## src/rtl/key_debouncer_repeat.sv

```systemverilog
// Push-button debouncer with press/release pulses, a long-press pulse and
// auto-repeat while held. Samples the synchronized button on each Strobe_i
// tick; all outputs are registered.
module key_debouncer_repeat #(
   parameter int ACTIVE_LOW       = 1,
   parameter int DEBOUNCE_SAMPLES = 4,
   parameter int LONG_SAMPLES     = 100,
   parameter int REPEAT_SAMPLES   = 20
) (
   input  logic Clock,
   input  logic Reset,
   input  logic Enable_i,
   input  logic Strobe_i,
   input  logic Button_i,
   output logic State_o,
   output logic Press_o,
   output logic Release_o,
   output logic LongPress_o,
   output logic Repeat_o
);

   localparam int DEB_W    = $clog2(DEBOUNCE_SAMPLES) + 1;
   localparam int HOLD_MAX = (LONG_SAMPLES > REPEAT_SAMPLES) ? LONG_SAMPLES : REPEAT_SAMPLES;
   localparam int HOLD_W   = $clog2(HOLD_MAX) + 1;

   localparam logic [DEB_W-1:0]  DEB_LAST  = DEB_W'(DEBOUNCE_SAMPLES - 1);
   localparam logic [HOLD_W-1:0] LONG_LAST = HOLD_W'(LONG_SAMPLES - 1);
   localparam logic [HOLD_W-1:0] REP_LAST  = HOLD_W'(REPEAT_SAMPLES - 1);

   // Raw pin level that means "not pressed"
   localparam logic RELEASED_PIN = (ACTIVE_LOW != 0);

   typedef enum logic [2:0] {
      IDLE,
      DEB_PRESS,
      PRESSED,
      REPEAT,
      DEB_RELEASE
   } fsm_t;

   // Which held state a release bounce returns to
   typedef enum logic {
      ORIG_PRESSED,
      ORIG_REPEAT
   } origin_t;

   logic              sync1_q, sync1_d;
   logic              sync2_q, sync2_d;
   fsm_t              fsm_q, fsm_d;
   origin_t           origin_q, origin_d;
   logic [DEB_W-1:0]  deb_cnt_q, deb_cnt_d;
   logic [HOLD_W-1:0] hold_cnt_q, hold_cnt_d;
   logic              level_q, level_d;
   logic              press_q, press_d;
   logic              release_q, release_d;
   logic              long_q, long_d;
   logic              repeat_q, repeat_d;

   logic sample;

   // Synchronized pin normalized to 1 = pressed
   assign sample = (ACTIVE_LOW != 0) ? ~sync2_q : sync2_q;

   // Next-state logic: synchronizer shift, debounce FSM, hold timing and pulses
   always_comb begin
      // NOTE: every signal assigned here gets a default first so no path
      // leaves it unassigned, which would otherwise infer a latch.
      sync1_d    = Button_i;
      sync2_d    = sync1_q;
      fsm_d      = fsm_q;
      origin_d   = origin_q;
      deb_cnt_d  = deb_cnt_q;
      hold_cnt_d = hold_cnt_q;
      level_d    = level_q;
      press_d    = 1'b0;
      release_d  = 1'b0;
      long_d     = 1'b0;
      repeat_d   = 1'b0;

      if (!Enable_i) begin
         fsm_d      = IDLE;
         origin_d   = ORIG_PRESSED;
         deb_cnt_d  = '0;
         hold_cnt_d = '0;
         level_d    = 1'b0;
      end else if (Strobe_i) begin
         unique case (fsm_q)
            IDLE: begin
               level_d = 1'b0;
               if (sample) begin
                  fsm_d     = DEB_PRESS;
                  deb_cnt_d = DEB_W'(1);
               end
            end

            DEB_PRESS: begin
               if (!sample) begin
                  fsm_d     = IDLE;
                  deb_cnt_d = '0;
               end else if (deb_cnt_q == DEB_LAST) begin
                  fsm_d      = PRESSED;
                  level_d    = 1'b1;
                  press_d    = 1'b1;
                  hold_cnt_d = '0;
                  deb_cnt_d  = '0;
               end else begin
                  deb_cnt_d = deb_cnt_q + 1'b1;
               end
            end

            PRESSED: begin
               if (!sample) begin
                  fsm_d     = DEB_RELEASE;
                  origin_d  = ORIG_PRESSED;
                  deb_cnt_d = DEB_W'(1);
               end else if (hold_cnt_q == LONG_LAST) begin
                  fsm_d      = REPEAT;
                  long_d     = 1'b1;
                  hold_cnt_d = '0;
               end else begin
                  hold_cnt_d = hold_cnt_q + 1'b1;
               end
            end

            REPEAT: begin
               if (!sample) begin
                  fsm_d     = DEB_RELEASE;
                  origin_d  = ORIG_REPEAT;
                  deb_cnt_d = DEB_W'(1);
               end else if (hold_cnt_q == REP_LAST) begin
                  repeat_d   = 1'b1;
                  hold_cnt_d = '0;
               end else begin
                  hold_cnt_d = hold_cnt_q + 1'b1;
               end
            end

            DEB_RELEASE: begin
               // hold_cnt stays frozen so a bounce does not restart hold timing
               if (sample) begin
                  fsm_d     = (origin_q == ORIG_REPEAT) ? REPEAT : PRESSED;
                  deb_cnt_d = '0;
               end else if (deb_cnt_q == DEB_LAST) begin
                  fsm_d      = IDLE;
                  level_d    = 1'b0;
                  release_d  = 1'b1;
                  deb_cnt_d  = '0;
                  hold_cnt_d = '0;
               end else begin
                  deb_cnt_d = deb_cnt_q + 1'b1;
               end
            end

            default: begin
               fsm_d      = IDLE;
               deb_cnt_d  = '0;
               hold_cnt_d = '0;
               level_d    = 1'b0;
            end
         endcase
      end
   end

   // State registers; the synchronizer resets to the released pin level
   always_ff @(posedge Clock or negedge Reset) begin
      if (!Reset) begin
         sync1_q    <= RELEASED_PIN;
         sync2_q    <= RELEASED_PIN;
         fsm_q      <= IDLE;
         origin_q   <= ORIG_PRESSED;
         deb_cnt_q  <= '0;
         hold_cnt_q <= '0;
         level_q    <= 1'b0;
         press_q    <= 1'b0;
         release_q  <= 1'b0;
         long_q     <= 1'b0;
         repeat_q   <= 1'b0;
      end else begin
         // NOTE: non-blocking assignments so every flop samples the values
         // from before this edge, independent of statement order.
         sync1_q    <= sync1_d;
         sync2_q    <= sync2_d;
         fsm_q      <= fsm_d;
         origin_q   <= origin_d;
         deb_cnt_q  <= deb_cnt_d;
         hold_cnt_q <= hold_cnt_d;
         level_q    <= level_d;
         press_q    <= press_d;
         release_q  <= release_d;
         long_q     <= long_d;
         repeat_q   <= repeat_d;
      end
   end

   assign State_o     = level_q;
   assign Press_o     = press_q;
   assign Release_o   = release_q;
   assign LongPress_o = long_q;
   assign Repeat_o    = repeat_q;

endmodule

```

## config.mk

```make
export PLATFORM = sky130hd
export DESIGN_NAME = key_debouncer_repeat
export DESIGN_NICKNAME = d
export VERILOG_FILES = /design/src/rtl/key_debouncer_repeat.sv
export SDC_FILE = /design/constraint.sdc
export NUM_CORES = 1
export LEC_CHECK = 0
export ABC_AREA = 1
export BUFFER_PORTS_ARGS = -buffer_cell sky130_fd_sc_hd__buf_2
export CAP_MARGIN = 20
export CORE_MARGIN = 4
export CORE_UTILIZATION = 45
export DETAILED_ROUTE_END_ITERATION = 8
export GPL_TIMING_DRIVEN = 0
export HOLD_SLACK_MARGIN = 0.1
export SLEW_MARGIN = 10
export SYNTH_ARGS = -nofsm -noshare
export SYNTH_HDL_FRONTEND = slang
export SYNTH_SLANG_ARGS = --single-unit
```

## constraint.sdc

```tcl
create_clock -name Clock -period 1.79 [get_ports Clock]
set_clock_uncertainty 0.2 [all_clocks]
set_input_delay 0.179 -clock Clock [delete_from_list [all_inputs] [get_ports Clock]]
set_output_delay 0.179 -clock Clock [all_outputs]
set_load 0.1 [all_outputs]
```

==> reports/results.txt <==
FF+latch count, synth - 22
Placeable Area - 3100 sq um
Top_reg_cell synth - dfrtp_1
Placed Area - 1580 sq um
RSZ-0062 raised after global routing - false
Fin crit period - 1710 ps
Max-cap violation count - 0
Yosys top cell area share - 0.337
Root buf cell - clkbuf_4
First-pass GRT wire length - 5.48 mm
DR iter-0 viols - 64
Initial antenna violation count - 0
IO Count - 10
Post-synth cell types - 29
Die Y - 65.5 um
Final worst setup slack - 82.3 ps
Avg Cell Area, Syn - 7.47 sq um
Post-Layout Cell Count - 261
Share of layout cells above drive strength 1 - 0.240
Htree depth - 1
Most common cell in the synthesized netlist - nand2_1
CP max stage delay - 390 ps
Worst hold slack - 136 ps
# diodes - 0
CTS tree - done
DRC viols - 0
GP Congestion - 0.987
Post-route cell area - 1710 sq um
Worst setup EP type - flip-flop
Post-synth EDFFs - 0
CP Cell Sequence - buf_6, nor2_4, nand3_1, nand2_1, nand2_2, nand2_2, inv_2, nand3_1, nand2_1
F_max - 586 MHz
Die W - 65.5 um
Part of the cycle the worst path needs - 0.954
Crit-path max FO - 8
Synth area leaders - dfrtp_1, nand2_1, nand3_1
Least-Margin Pin Slew - 498 ps
Synth async-reset ratio - 1.00
Setup TNS Final - 0 ps
Status - complete, no violations
Remaining Overflow, GRT - 0
Cells after Synth - 199
VDD IR-drop max - 0.467 mV
CP Data Required Time - 1810 ps
WL final - 3.20 mm
CTS Sinks - 22
Yosys Warn Count - 0
Relative max-transition margin - 0.668
Final hold vios - 0
Slowest cell on the critical path - dfrtp_1
Seq/Total Area, Yosys - 0.372
Number of global-route vias before repair - 1,222
Synth cell count leaders - nand2_1, nand3_1, dfrtp_1
Syn_nets - 207
CP Launch Type - flip-flop
Via density - 5.15
Overall routing resource usage - 0.164
Arrival time worst endpoint - 1730 ps
Initial core utilization - 0.479
Leak - 0.887 nW
Die area - 4290 sq um
Worst slack at placement - 15.2 ps
Area grow syn2layout - 15.2%
Rows - 20
Detail Route Antenna Nets - 0
Synth area leader - dfrtp_1
HP Class - primary input to async pin
IO Port Bufs - 8
Insertion delay to the later sink of the worst-skew pair - 320 ps
Largest net degree at the start of global routing - 23
Cell count after placement - 251
Hpwl dp - 2.36 mm
CTS buffer count - 3
Vias - 1,343
Avg WL per Cell - 12.3 um
CP Class - flip-flop to flip-flop
Slew Limit Fails - 0
Post-layout nets - 226
Mapped cell area - 1490 sq um
Clock Pin Slew Worst Setup and Hold Paths - 130 ps
Pre-antenna DRT Iters - 4
PD cells - 913 nW/um^2
Clk buf depth - 2
Final setup vio count - 0
logic make-up (layout without fill, tap and decap cells):
group	count (synthesis)	after routing	synth area share
and+or+nand+nor	128	129	0.435
DFF	22	22	0.372
buffers and inverters	28	45	0.0901
xor gates and xnor gates	3	3	0.0177
AOI/OAI and AO/OA	15	15	0.0598
adders and majority gates	3	3	0.0253
registers in the layout (all words and copies together), names as in the netlist:
| register | flops |
|---|---|
| Press_o | 1 |
| sync2_q | 1 |
| sync1_q | 1 |
| fsm_q | 3 |
| Repeat_o | 1 |
| deb_cnt_q | 3 |
| Release_o | 1 |
| origin_q | 1 |
| LongPress_o | 1 |
| State_o | 1 |
| hold_cnt_q | 8 |
layout by cell type (no fill, tap or decap), types with 3 or more instances in the layout:
master and count:
dfrtp_1 19, ha_1 3, nand2_2 7, nor3_1 6, o21ai_0 5, buf_2 9, nor2_1 13, inv_2 6
nand3_1 20, nand2_4 3, clkbuf_4 3, nor2_4 3, a21oi_1 3, nand3_2 3, nand2_1 63, xor2_1 3
dlygate4sd3_1 4, o21ai_1 3, nand4_1 4, inv_1 16
through the flow:
stage	total power, W	util
4_1_cts	0.00149	0.531
5_1_grt	0.00166	0.552
6_report	0.00156	0.552
3_3_place_gp	0.00123	0.510
3_5_place_dp	0.00123	0.510
2_1_floorplan	0.00111	-
metal layers:
layer | wire length (um) | global-route usage
met1 | 1570 | 0.233
met2 | 1370 | 0.245
met3 | 180 | 0.0274
met4 | 70 | 0.0674
met5 | 0 | 0
layout make-up:
cell class                      count  area, sq um
Buffer                              4         41.3
Tap cell                           44         55.1
Clock buffer                        4         26.3
Fill cell                         306         1390
Sequential cell                    22          554
Timing Repair Buffer               13         87.6
Multi-Input combinational cell    150          853
Inverter                           24         95.1
what timing repair did:
action	4_1_cts	5_1_grt
hold buffers	4	0
hold endpoints to repair	29	0
endpoints found under the setup margin	0	14
resized for setup	0	13
setup buffers	0	1
critical path: cells and delay by family (launching register included):
kind,cells,cell delay (ps)
AND/OR/NAND/NOR,7,810
flip-flops,1,390
buffers and inverters,2,200
path summary, 6_finish.rpt:
kind                       cells after the start  slack [ps]     start             to
max                                            9          80  fsm_q[0]       fsm_q[0]
min                                            2         140     Reset  hold_cnt_q[5]
max reg2reg                                    9          80  fsm_q[0]       fsm_q[0]
min reg2reg                                    0         160   sync1_q        sync2_q
max in group asynchronous                      2         890     Reset       fsm_q[1]
min in group Clock                             0         160   sync1_q        sync2_q
power breakdown:
| group | total [W] | internal [W] | switching [W] | leakage, nW |
|---|---|---|---|---|
| Clock | 0.000249 | 0.0000874 | 0.000161 | 0.0150 |
| Combinational | 0.000737 | 0.000254 | 0.000483 | 0.576 |
| Sequential | 0.000578 | 0.000536 | 0.0000416 | 0.296 |
No activity file was read; power rests on OpenSTA's default activity.
